**src/rtl/dram_burst_ctrl_if.sv**
```systemverilog
// dram_burst_ctrl_if: CPU-side request and DRAM-side strobe bundle for the burst controller
interface dram_burst_ctrl_if #(
  parameter int NBANKS = 2,
  parameter int ROW_W  = 10,
  parameter int COL_W  = 10
);
  localparam int BANK_W = $clog2(NBANKS);
  localparam int AW = ROW_W + COL_W + BANK_W + 2;
  logic              TS;
  logic              SEL;
  logic              RW;
  logic [1:0]        SIZ;
  logic [AW-1:0]     A;
  logic [ROW_W-1:0]  MA;
  logic [NBANKS-1:0] RAS;
  logic [3:0]        CAS;
  logic              WE;
  logic              TA;
  logic              BUSY;
  logic              ERR;
  modport master (output TS, SEL, RW, SIZ, A, input MA, RAS, CAS, WE, TA, BUSY, ERR);
  modport slave  (input TS, SEL, RW, SIZ, A, output MA, RAS, CAS, WE, TA, BUSY, ERR);
endinterface

```
**src/rtl/dram_burst_ctrl.sv**
```systemverilog
// dram_burst_ctrl: 68040-bus DRAM sequencer with single/line-burst access and CBR refresh
module dram_burst_ctrl #(
  parameter int NBANKS       = 2,
  parameter int ROW_W        = 10,
  parameter int COL_W        = 10,
  parameter int T_RCD        = 2,
  parameter int T_CAS        = 2,
  parameter int T_RP         = 2,
  parameter int T_RAS        = 3,
  parameter int REF_INTERVAL = 390
) (
  input  logic CLK,
  input  logic RESET,
  dram_burst_ctrl_if.slave bus
);
  localparam int BANK_W = $clog2(NBANKS);
  localparam int BW = (BANK_W > 0) ? BANK_W : 1;
  localparam int AW = ROW_W + COL_W + BANK_W + 2;
  localparam int RCW = $clog2(REF_INTERVAL + 1);
  localparam logic [2:0] S_IDLE = 3'd0, S_ROW = 3'd1, S_COL = 3'd2, S_CGAP = 3'd3,
                         S_PRE = 3'd4, S_RCAS = 3'd5, S_RRAS = 3'd6;
  logic [2:0]       state_q, state_d;
  logic [7:0]       tmr_q, tmr_d;
  logic [1:0]       beat_q, beat_d;
  logic [1:0]       col_lo_q, col_lo_d;
  logic [AW-1:0]    a_q, a_d;
  logic             rw_q, rw_d;
  logic [1:0]       siz_q, siz_d;
  logic             req_pend_q, req_pend_d;
  logic             ref_pend_q, ref_pend_d;
  logic [RCW-1:0]   ref_cnt_q, ref_cnt_d;
  logic             err_q, err_d;
  logic [ROW_W-1:0] ma_hold_q, ma_hold_d;
  logic             busy, accept, done, line, acc;
  logic [BW-1:0]    bank;
  logic [NBANKS-1:0] ras_one;
  logic [COL_W-1:0] col_v;
  logic [3:0]       lane;
  // Request latch, refresh timer and sticky error tracking
  always_comb begin
    busy       = (state_q != S_IDLE) || req_pend_q;
    accept     = bus.TS && bus.SEL && !busy;
    a_d        = accept ? bus.A : a_q;
    rw_d       = accept ? bus.RW : rw_q;
    siz_d      = accept ? bus.SIZ : siz_q;
    req_pend_d = accept ? 1'b1 : (state_q == S_IDLE && !ref_pend_q) ? 1'b0 : req_pend_q;
    ref_pend_d = (ref_cnt_q == '0) ? 1'b1 : (state_q == S_IDLE) ? 1'b0 : ref_pend_q;
    ref_cnt_d  = (ref_cnt_q == '0) ? RCW'(REF_INTERVAL - 1) : ref_cnt_q - 1'b1;
    err_d      = err_q | (bus.TS && bus.SEL && busy);
  end
  // Sequencer: each timed state loads tmr on entry and leaves when it reaches zero
  always_comb begin
    done     = tmr_q == '0;
    line     = siz_q == 2'b11;
    state_d  = state_q;
    tmr_d    = done ? tmr_q : tmr_q - 1'b1;
    beat_d   = beat_q;
    col_lo_d = col_lo_q;
    case (state_q)
      S_IDLE: begin
        if (ref_pend_q) begin
          state_d = S_RCAS;
          tmr_d   = '0;
        end else if (req_pend_q) begin
          state_d  = S_ROW;
          tmr_d    = 8'(T_RCD - 1);
          beat_d   = '0;
          col_lo_d = a_q[3:2];
        end
      end
      S_ROW: if (done) begin
        state_d = S_COL;
        tmr_d   = 8'(T_CAS - 1);
      end
      S_COL: if (done) begin
        if (line && beat_q != 2'd3) begin
          state_d  = S_CGAP;
          tmr_d    = '0;
          beat_d   = beat_q + 1'b1;
          col_lo_d = col_lo_q + 1'b1;
        end else begin
          state_d = S_PRE;
          tmr_d   = 8'(T_RP - 1);
        end
      end
      S_CGAP: begin
        state_d = S_COL;
        tmr_d   = 8'(T_CAS - 1);
      end
      S_PRE: if (done) state_d = S_IDLE;
      S_RCAS: begin
        state_d = S_RRAS;
        tmr_d   = 8'(T_RAS - 1);
      end
      S_RRAS: if (done) begin
        state_d = S_PRE;
        tmr_d   = 8'(T_RP - 1);
      end
      default: state_d = S_IDLE;
    endcase
  end
  // Strobe and address decode from the current state; MA holds its last value outside access
  always_comb begin
    acc        = (state_q == S_ROW) || (state_q == S_COL) || (state_q == S_CGAP);
    bank       = (NBANKS > 1) ? a_q[AW-1 -: BW] : '0;
    ras_one    = '0;
    ras_one[bank] = 1'b1;
    col_v      = a_q[COL_W+1:2];
    col_v[1:0] = col_lo_q;
    lane       = (siz_q == 2'b01) ? 4'b1000 >> a_q[1:0] :
                 (siz_q == 2'b10) ? (a_q[1] ? 4'b0011 : 4'b1100) : 4'b1111;
    bus.RAS    = acc ? ras_one : (state_q == S_RRAS) ? '1 : '0;
    bus.CAS    = (state_q == S_COL) ? lane :
                 (state_q == S_RCAS || state_q == S_RRAS) ? 4'b1111 : 4'b0000;
    bus.TA     = (state_q == S_COL) && done;
    bus.WE     = acc && !rw_q;
    bus.MA     = (state_q == S_ROW) ? a_q[ROW_W+COL_W+1 -: ROW_W] :
                 (state_q == S_COL || state_q == S_CGAP) ? ROW_W'(col_v) : ma_hold_q;
    ma_hold_d  = bus.MA;
    bus.BUSY   = busy;
    bus.ERR    = err_q;
  end
  // State registers with asynchronous reset
  always_ff @(posedge CLK or posedge RESET) begin
    if (RESET) begin
      state_q    <= S_IDLE;
      tmr_q      <= '0;
      beat_q     <= '0;
      col_lo_q   <= '0;
      a_q        <= '0;
      rw_q       <= 1'b1;
      siz_q      <= '0;
      req_pend_q <= 1'b0;
      ref_pend_q <= 1'b0;
      ref_cnt_q  <= RCW'(REF_INTERVAL - 1);
      err_q      <= 1'b0;
      ma_hold_q  <= '0;
    end else begin
      state_q    <= state_d;
      tmr_q      <= tmr_d;
      beat_q     <= beat_d;
      col_lo_q   <= col_lo_d;
      a_q        <= a_d;
      rw_q       <= rw_d;
      siz_q      <= siz_d;
      req_pend_q <= req_pend_d;
      ref_pend_q <= ref_pend_d;
      ref_cnt_q  <= ref_cnt_d;
      err_q      <= err_d;
      ma_hold_q  <= ma_hold_d;
    end
  end
endmodule
```
**src/flat_wrapper.sv**
```systemverilog
// flat-port wrapper written by rule: the top's interface ports become plain ports
module dram_burst_ctrl_flat 
#(
  parameter int NBANKS       = 2,
  parameter int ROW_W        = 10,
  parameter int COL_W        = 10,
  parameter int T_RCD        = 2,
  parameter int T_CAS        = 2,
  parameter int T_RP         = 2,
  parameter int T_RAS        = 3,
  parameter int REF_INTERVAL = 390
)
  (CLK, RESET, bus_TS, bus_SEL, bus_RW, bus_SIZ, bus_A, bus_MA, bus_RAS, bus_CAS, bus_WE, bus_TA, bus_BUSY, bus_ERR);
  dram_burst_ctrl_if #(.NBANKS(NBANKS), .ROW_W(ROW_W), .COL_W(COL_W)) bus_i ();
  input  logic CLK;
  input  logic RESET;
  input wire logic [$bits(bus_i.TS)-1:0] bus_TS;
  input wire logic [$bits(bus_i.SEL)-1:0] bus_SEL;
  input wire logic [$bits(bus_i.RW)-1:0] bus_RW;
  input wire logic [$bits(bus_i.SIZ)-1:0] bus_SIZ;
  input wire logic [$bits(bus_i.A)-1:0] bus_A;
  output wire logic [$bits(bus_i.MA)-1:0] bus_MA;
  output wire logic [$bits(bus_i.RAS)-1:0] bus_RAS;
  output wire logic [$bits(bus_i.CAS)-1:0] bus_CAS;
  output wire logic [$bits(bus_i.WE)-1:0] bus_WE;
  output wire logic [$bits(bus_i.TA)-1:0] bus_TA;
  output wire logic [$bits(bus_i.BUSY)-1:0] bus_BUSY;
  output wire logic [$bits(bus_i.ERR)-1:0] bus_ERR;
  assign bus_i.TS = bus_TS;
  assign bus_i.SEL = bus_SEL;
  assign bus_i.RW = bus_RW;
  assign bus_i.SIZ = bus_SIZ;
  assign bus_i.A = bus_A;
  assign bus_MA = bus_i.MA;
  assign bus_RAS = bus_i.RAS;
  assign bus_CAS = bus_i.CAS;
  assign bus_WE = bus_i.WE;
  assign bus_TA = bus_i.TA;
  assign bus_BUSY = bus_i.BUSY;
  assign bus_ERR = bus_i.ERR;
  dram_burst_ctrl #(.NBANKS(NBANKS), .ROW_W(ROW_W), .COL_W(COL_W), .T_RCD(T_RCD), .T_CAS(T_CAS), .T_RP(T_RP), .T_RAS(T_RAS), .REF_INTERVAL(REF_INTERVAL)) u_core (.CLK(CLK), .RESET(RESET), .bus(bus_i));
endmodule
```
**config.mk**
```make
export PLATFORM = sky130hd
export DESIGN_NAME = dram_burst_ctrl_flat
export DESIGN_NICKNAME = d
export VERILOG_FILES = /design/src/rtl/dram_burst_ctrl_if.sv /design/src/rtl/dram_burst_ctrl.sv /design/src/flat_wrapper.sv
export SDC_FILE = /design/constraint.sdc
export NUM_CORES = 1
export LEC_CHECK = 0
export CORE_MARGIN = 10
export CORE_UTILIZATION = 55
export CTS_BUF_LIST = sky130_fd_sc_hd__clkbuf_2 sky130_fd_sc_hd__clkbuf_4 sky130_fd_sc_hd__clkbuf_8
export CTS_CLUSTER_SIZE = 25
export DETAILED_ROUTE_END_ITERATION = 12
export MAX_ROUTING_LAYER = met4
export PLACE_DENSITY_LB_ADDON = 0.12
export SYNTH_ARGS = -nofsm -noshare
export SYNTH_HDL_FRONTEND = slang
export SYNTH_SLANG_ARGS = --single-unit
```
**constraint.sdc**
```tcl
create_clock -name CLK -period 3 [get_ports CLK]
set_clock_uncertainty 0.2 [all_clocks]
set_input_delay 0.3 -clock CLK [delete_from_list [all_inputs] [get_ports CLK]]
set_output_delay 0.3 -clock CLK [all_outputs]
set_load 0.05 [all_outputs]
```
* Word-level counts from Yosys, hierarchy flattened
Cells that the tools add are included.
** Cells by class
- Add/sub/neg operators :: 4
- Shifts and indexed selects :: 1
- Bitwise gates (word level) :: 1
- Reduce and logical (&&, ||, !) cells :: 26
- Order comparisons :: 2
- Equal/unequal tests :: 18
- Multiplexer cells :: 41
** Operator list (count)
- $mux W8 :: 5
- $pmux W8 S5 :: 1
- $mux W3 :: 7
- $pmux W3 S7 :: 1
- $mux W10 :: 2
- $mux W2 :: 10
- $mux W4 :: 5
- $ne A2 B1 Y1 const B :: 6
- $reduce_and A5 Y1 :: 2
- $eq A3 B3 Y1 const B :: 3
- $logic_not A9 Y1 :: 1
- $mux W9 :: 1
- $sub A9 B1 Y9 const B :: 1
- $logic_and A1 B1 Y1 :: 8
- $logic_not A8 Y1 :: 1
- $pmux W2 S2 :: 2
- $sub A8 B1 Y8 const B :: 1
- $eq A3 B2 Y1 const B :: 2
- $mux W1 :: 6
- $reduce_bool A2 Y1 :: 3
- $logic_or A1 B1 Y1 :: 5
- $add A2 B1 Y2 const B :: 2
- $eq A2 B2 Y1 const B :: 2
- $ne A2 B2 Y1 const B :: 2
- 12 further kinds :: 14
** Storage, ports and cells
- Word-level logic and storage cells :: 105
- Input bits :: 30
- Output and inout bits :: 20
- Register bits :: 63

* Longest topological paths before layout
- Depth after elaboration :: 5
- Depth in mapped cells :: 10
- Depth with buffers taken out :: 10

* Least setup slack after synthesis
OpenSTA, ideal clock, no wires.
- Path type :: register to output
- Start point :: reg u_core.state_q[1]
- End point :: out bus_CAS[0]
- Buffers on the path :: 2
- Data required time :: 2.500 ns
- Arrival :: 2.270 ns
- Cell stages (with the launch flop) :: 5
- Path slack :: 0.230 ns
- Path through :: dfrtp_1 -> clkbuf_1 -> clkbuf_1 -> o311ai_0 -> o21ai_0
** Between the ends
- Word-level cells in the longest chain between the ends :: 4
- Elaborated cells on any way between the ends :: 6
- Those cells by class :: 3 x eq/ne; 2 x mux; 1 x reduce/logical
** RTL lines
- start: declaration :: RTL line dram_burst_ctrl.sv:22 : logic [2:0] state_q, state_d;
- start signal: assignment :: RTL line dram_burst_ctrl.sv:139 : state_q <= state_d;
- $eq A3 B3 Y1 :: RTL line dram_burst_ctrl.sv:114 : (state_q == S_RCAS || state_q == S_RRAS) ? 4'b1111 : 4'b0000;
- $logic_or A1 B1 Y1 :: RTL line dram_burst_ctrl.sv:114
- $mux W4 :: RTL line dram_burst_ctrl.sv:114
- $mux W4 * :: RTL line dram_burst_ctrl.sv:113 : bus.CAS = (state_q == S_COL) ? lane :
- end: declaration :: RTL line flat_wrapper.sv:24 : output wire logic [$bits(bus_i.CAS)-1:0] bus_CAS;
Every way passes the cells marked *; elsewhere a longest branch is shown, timed or not.

* Worst setup path in the final report
- Start point :: reg u_core.tmr_q[0]
- End point :: reg u_core.tmr_q[0]
** Between the ends
- Word-level cells in the longest chain between the ends :: 5
- Elaborated cells on any way between the ends :: 8
- Those cells by class :: 1 x add/sub; 6 x mux; 1 x reduce/logical
** RTL lines
- start: declaration :: RTL line dram_burst_ctrl.sv:23 : logic [7:0] tmr_q, tmr_d;
- start signal: assignment :: RTL line dram_burst_ctrl.sv:140 : tmr_q <= tmr_d;
- $sub A8 B1 Y8 / $logic_not A8 Y1 (equally long branches) :: RTL line dram_burst_ctrl.sv:56, dram_burst_ctrl.sv:53
- $mux W8 :: RTL line dram_burst_ctrl.sv:56 : tmr_d = done ? tmr_q : tmr_q - 1'b1;
- $mux W8 :: RTL line dram_burst_ctrl.sv:64 : end else if (req_pend_q) begin
- $mux W8 :: RTL line dram_burst_ctrl.sv:61 : if (ref_pend_q) begin
- $pmux W8 S5 * :: RTL line dram_burst_ctrl.sv:59 : case (state_q)
- named net u_core.tmr_d[0] :: RTL line dram_burst_ctrl.sv:23
Mark *: on every way through the listed nets, which the timed path passes. The rest lies on a longest branch.
A chain may end at the register's enable or synchronous reset.

==> results.cfg <==
[sta]
period_needed_ps = 2810
slew-limit-headroom = 0.525
timing_worst_slew_pin_value_ps = 712
setup_viol = 0
finalCritPeriodShare = 0.935
finalMaxSlewViolations = 0
worst_slack_ps = 194
fin_setup_tns_ps = 0
final-hold-violation-count = 0
rsz0062_at_grt = false
clock.fmax_ghz = 0.356

[finish]
seq_area_mm2 = 0.00158
antennaDiodeCount = 0
multi_input_area_mm2 = 0.00143
layout.nets = 377
layout-drive-gt1-share = 0.245
fillCellCount = 436
final_cells = 419
layout-area-overhead-vs-synth_pct = 27.4

[route]
drc = 0
viasPerCell = 5.66
vias = 2371
drt_wl_total_um = 7010
drt_first_pass_iters = 4
drtIter0Drc = 143
ant_nets = 0
routedWlPerCell_um = 16.7

[worst_setup_path]
rr_endpoint = u_core.tmr_q[0]
worstSetupPathType = reg2reg
worstPathArrival_ps = 2820
worstReg2RegStart = u_core.tmr_q[0]
start_kind = flop
path_max_fanout = 8
crit_path_end_kind = flop
cp-startpoint = u_core.tmr_q[0]
crit_path_end = u_core.tmr_q[0]
r2r_cells = 10
r2r_slack_ps = 190
cp.required_ps = 3020

[yosys]
synth-edff-count = 0
ys_types = 53
syn_inst = 288
synth_nets = 323
ys.flop_type = dfrtp_1
ys_seq_area_frac = 0.503
yosys_warnings = 0
syn_area_mm2 = 0.00315
ys_ff_latch = 63
async_flop_share = 1.00
syn_area_per_cell_um2 = 10.9

[floorplan]
rows = 27
initial_core_util = 0.568
die_y_um = 95.7
dieArea_mm2 = 0.00915
die_x_um = 95.7
core_area_mm2 = 0.00554
pin_count = 50

[grt]
grt_pass1_vias = 2440
grt_max_degree = 35
grt_remaining_overflow = 0
groute.usage.overall = 0.168
grt_pass1_wl_um = 11700
antenna_found_initial = 0

[clock_tree]
cts_buffer_depth = 2
clockRootBuffer = clkbuf_8
ctsHoldBuffers = 0
post_cts_buffers = 0
numCtsBuffers = 9
cts_tree = done
cts_max_level = 3
cts.reportedPaths.clkPinSlew_ps = 70
clock-sinks = 63
worstSkewPairLatency_ps = 340
ctsResizeCount = 0

[status]
outcome = completed

[pwr]
p_per_area_mw_per_mm2 = 1240
p_leak_nw = 1.75
irDropWorstVdd_mv = 0.797

[place]
dp_hpwl_um = 5030
dp.cells = 403
post-place-ws_ps = 209
gp_congestion = 0.856
io_buffers = 49

[run]
maxCapViolCount = 0

[min_path]
hold_class = in2async
-- final cells by class --
cell class,count,area share
repair buffers,56,0.164
clock inverters,4,0.0112
flip-flops and latches,63,0.394
well taps,72,0.0225
inverters,12,0.0112
multi-input cells,200,0.357
clock buffers,12,0.0396
-- cells by family (layout without fill, tap and decap cells) --
| family | after synthesis | in the layout | synth area share |
|---|---|---|---|
| AND/OR/NAND/NOR | 94 | 94 | 0.156 |
| AO/OA/AOI/OAI | 66 | 66 | 0.137 |
| flip-flops | 63 | 63 | 0.503 |
| multiplexers | 26 | 26 | 0.117 |
| buffers and inverters | 25 | 84 | 0.0425 |
| XOR/XNOR | 9 | 9 | 0.0250 |
| adder cells (fa/ha/maj) | 5 | 5 | 0.0199 |
-- sequential cells by signal (all words and copies together), names as in the netlist --
signal             count
u_core.a_q            23
u_core.ma_hold_q      10
u_core.ref_cnt_q       9
u_core.tmr_q           8
u_core.state_q         3
u_core.beat_q          2
u_core.col_lo_q        2
u_core.siz_q           2
u_core.bus.ERR         1
u_core.ref_pend_q      1
u_core.req_pend_q      1
u_core.rw_q            1
-- per-stage QoR --
step	total power [mW]	util	area [um^2]	hold WS [ps]
6_report	4.98	0.724	4010	197
5_1_grt	5.28	0.724	4010	257
4_1_cts	5.01	0.724	4010	217
3_5_place_dp	4.24	0.687	3810	252
3_3_place_gp	4.18	0.687	3810	243
2_1_floorplan	3.22	-	3150	233
-- worst min path at each step --
stage,startpoint,cells after the start,slack (ps),endpoint
final,RESET,2,200,u_core.ref_cnt_q[1]
after global routing,RESET,2,260,u_core.ref_cnt_q[1]
after CTS,RESET,2,220,u_core.ref_cnt_q[1]
after detailed placement,u_core.ref_cnt_q[0],1,250,u_core.ref_cnt_q[0]
after global placement,u_core.ref_cnt_q[0],1,240,u_core.ref_cnt_q[0]
after floorplan,u_core.ref_cnt_q[0],1,230,u_core.ref_cnt_q[0]
-- cells in the mapped netlist (3+ instances only) --
| cell | instances | area, um^2 |
|---|---|---|
| dfrtp_1 | 58 | 1450 |
| a21oi_1 | 12 | 60.1 |
| nand2_1 | 32 | 120 |
| mux2_2 | 6 | 67.6 |
| xnor2_1 | 6 | 52.6 |
| nor3_1 | 4 | 20.0 |
| clkbuf_1 | 9 | 33.8 |
| nor2_1 | 22 | 82.6 |
| or3_1 | 3 | 18.8 |
| dfstp_2 | 5 | 131 |
| nor2b_1 | 5 | 31.3 |
| inv_1 | 11 | 41.3 |
| o211ai_1 | 5 | 37.5 |
| ha_1 | 5 | 62.6 |
| a211oi_1 | 4 | 30.0 |
| xor2_1 | 3 | 26.3 |
| nand3b_1 | 3 | 22.5 |
| mux2_4 | 20 | 300 |
| nor4_1 | 3 | 18.8 |
| o21ai_0 | 20 | 100 |
| nand2b_1 | 4 | 25.0 |
| a22oi_1 | 11 | 82.6 |
-- cell usage in the layout, fill, tap and decap left out, drive strengths merged, types with 2 or more instances in the layout --
master,netlist,final
o311ai,2,2
o21ai,20,20
o211ai,6,6
xnor2,6,6
dfstp,5,5
xor2,3,3
clkdlybuf4s50,0,30
clkbuf,9,12
nand2,32,32
inv,12,12
nor2b,5,5
o31ai,2,2
or3,3,3
nor4,3,3
a211oi,4,4
buf,4,26
nand3,2,2
clkinv,0,3
nor3,5,5
mux2,26,26
ha,5,5
a22oi,11,11
nor2,24,24
nand2b,4,4
a21oi,12,12
dfrtp,58,58
nand3b,3,3
or2,3,3
or4,3,3
-- critical path: stages (launching register included) --
cell and delay (ps):
dfrtp_1 420, inv_1 100, ha_1 140, or3b_2 510, nor2_4 190, inv_2 110
ha_1 310, nor2b_1 130, o21ai_0 150, a21oi_1 80, or3_1 370
-- routing by layer --
metal  GRT usage  part of all wire  up-vias
met3      0.0581             0.061       12
met4      0.0541             0.012        0
met5           -                 0        -
li1            -                 -     1130
met2       0.253              0.48       63
met1       0.206              0.45     1166
-- where the power goes --
group | internal (mW) | switching (mW)
combinational | 1.22 | 1.59
clock | 0.434 | 0.317
sequential | 1.19 | 0.226
Power figures use the tool's default switching activity.
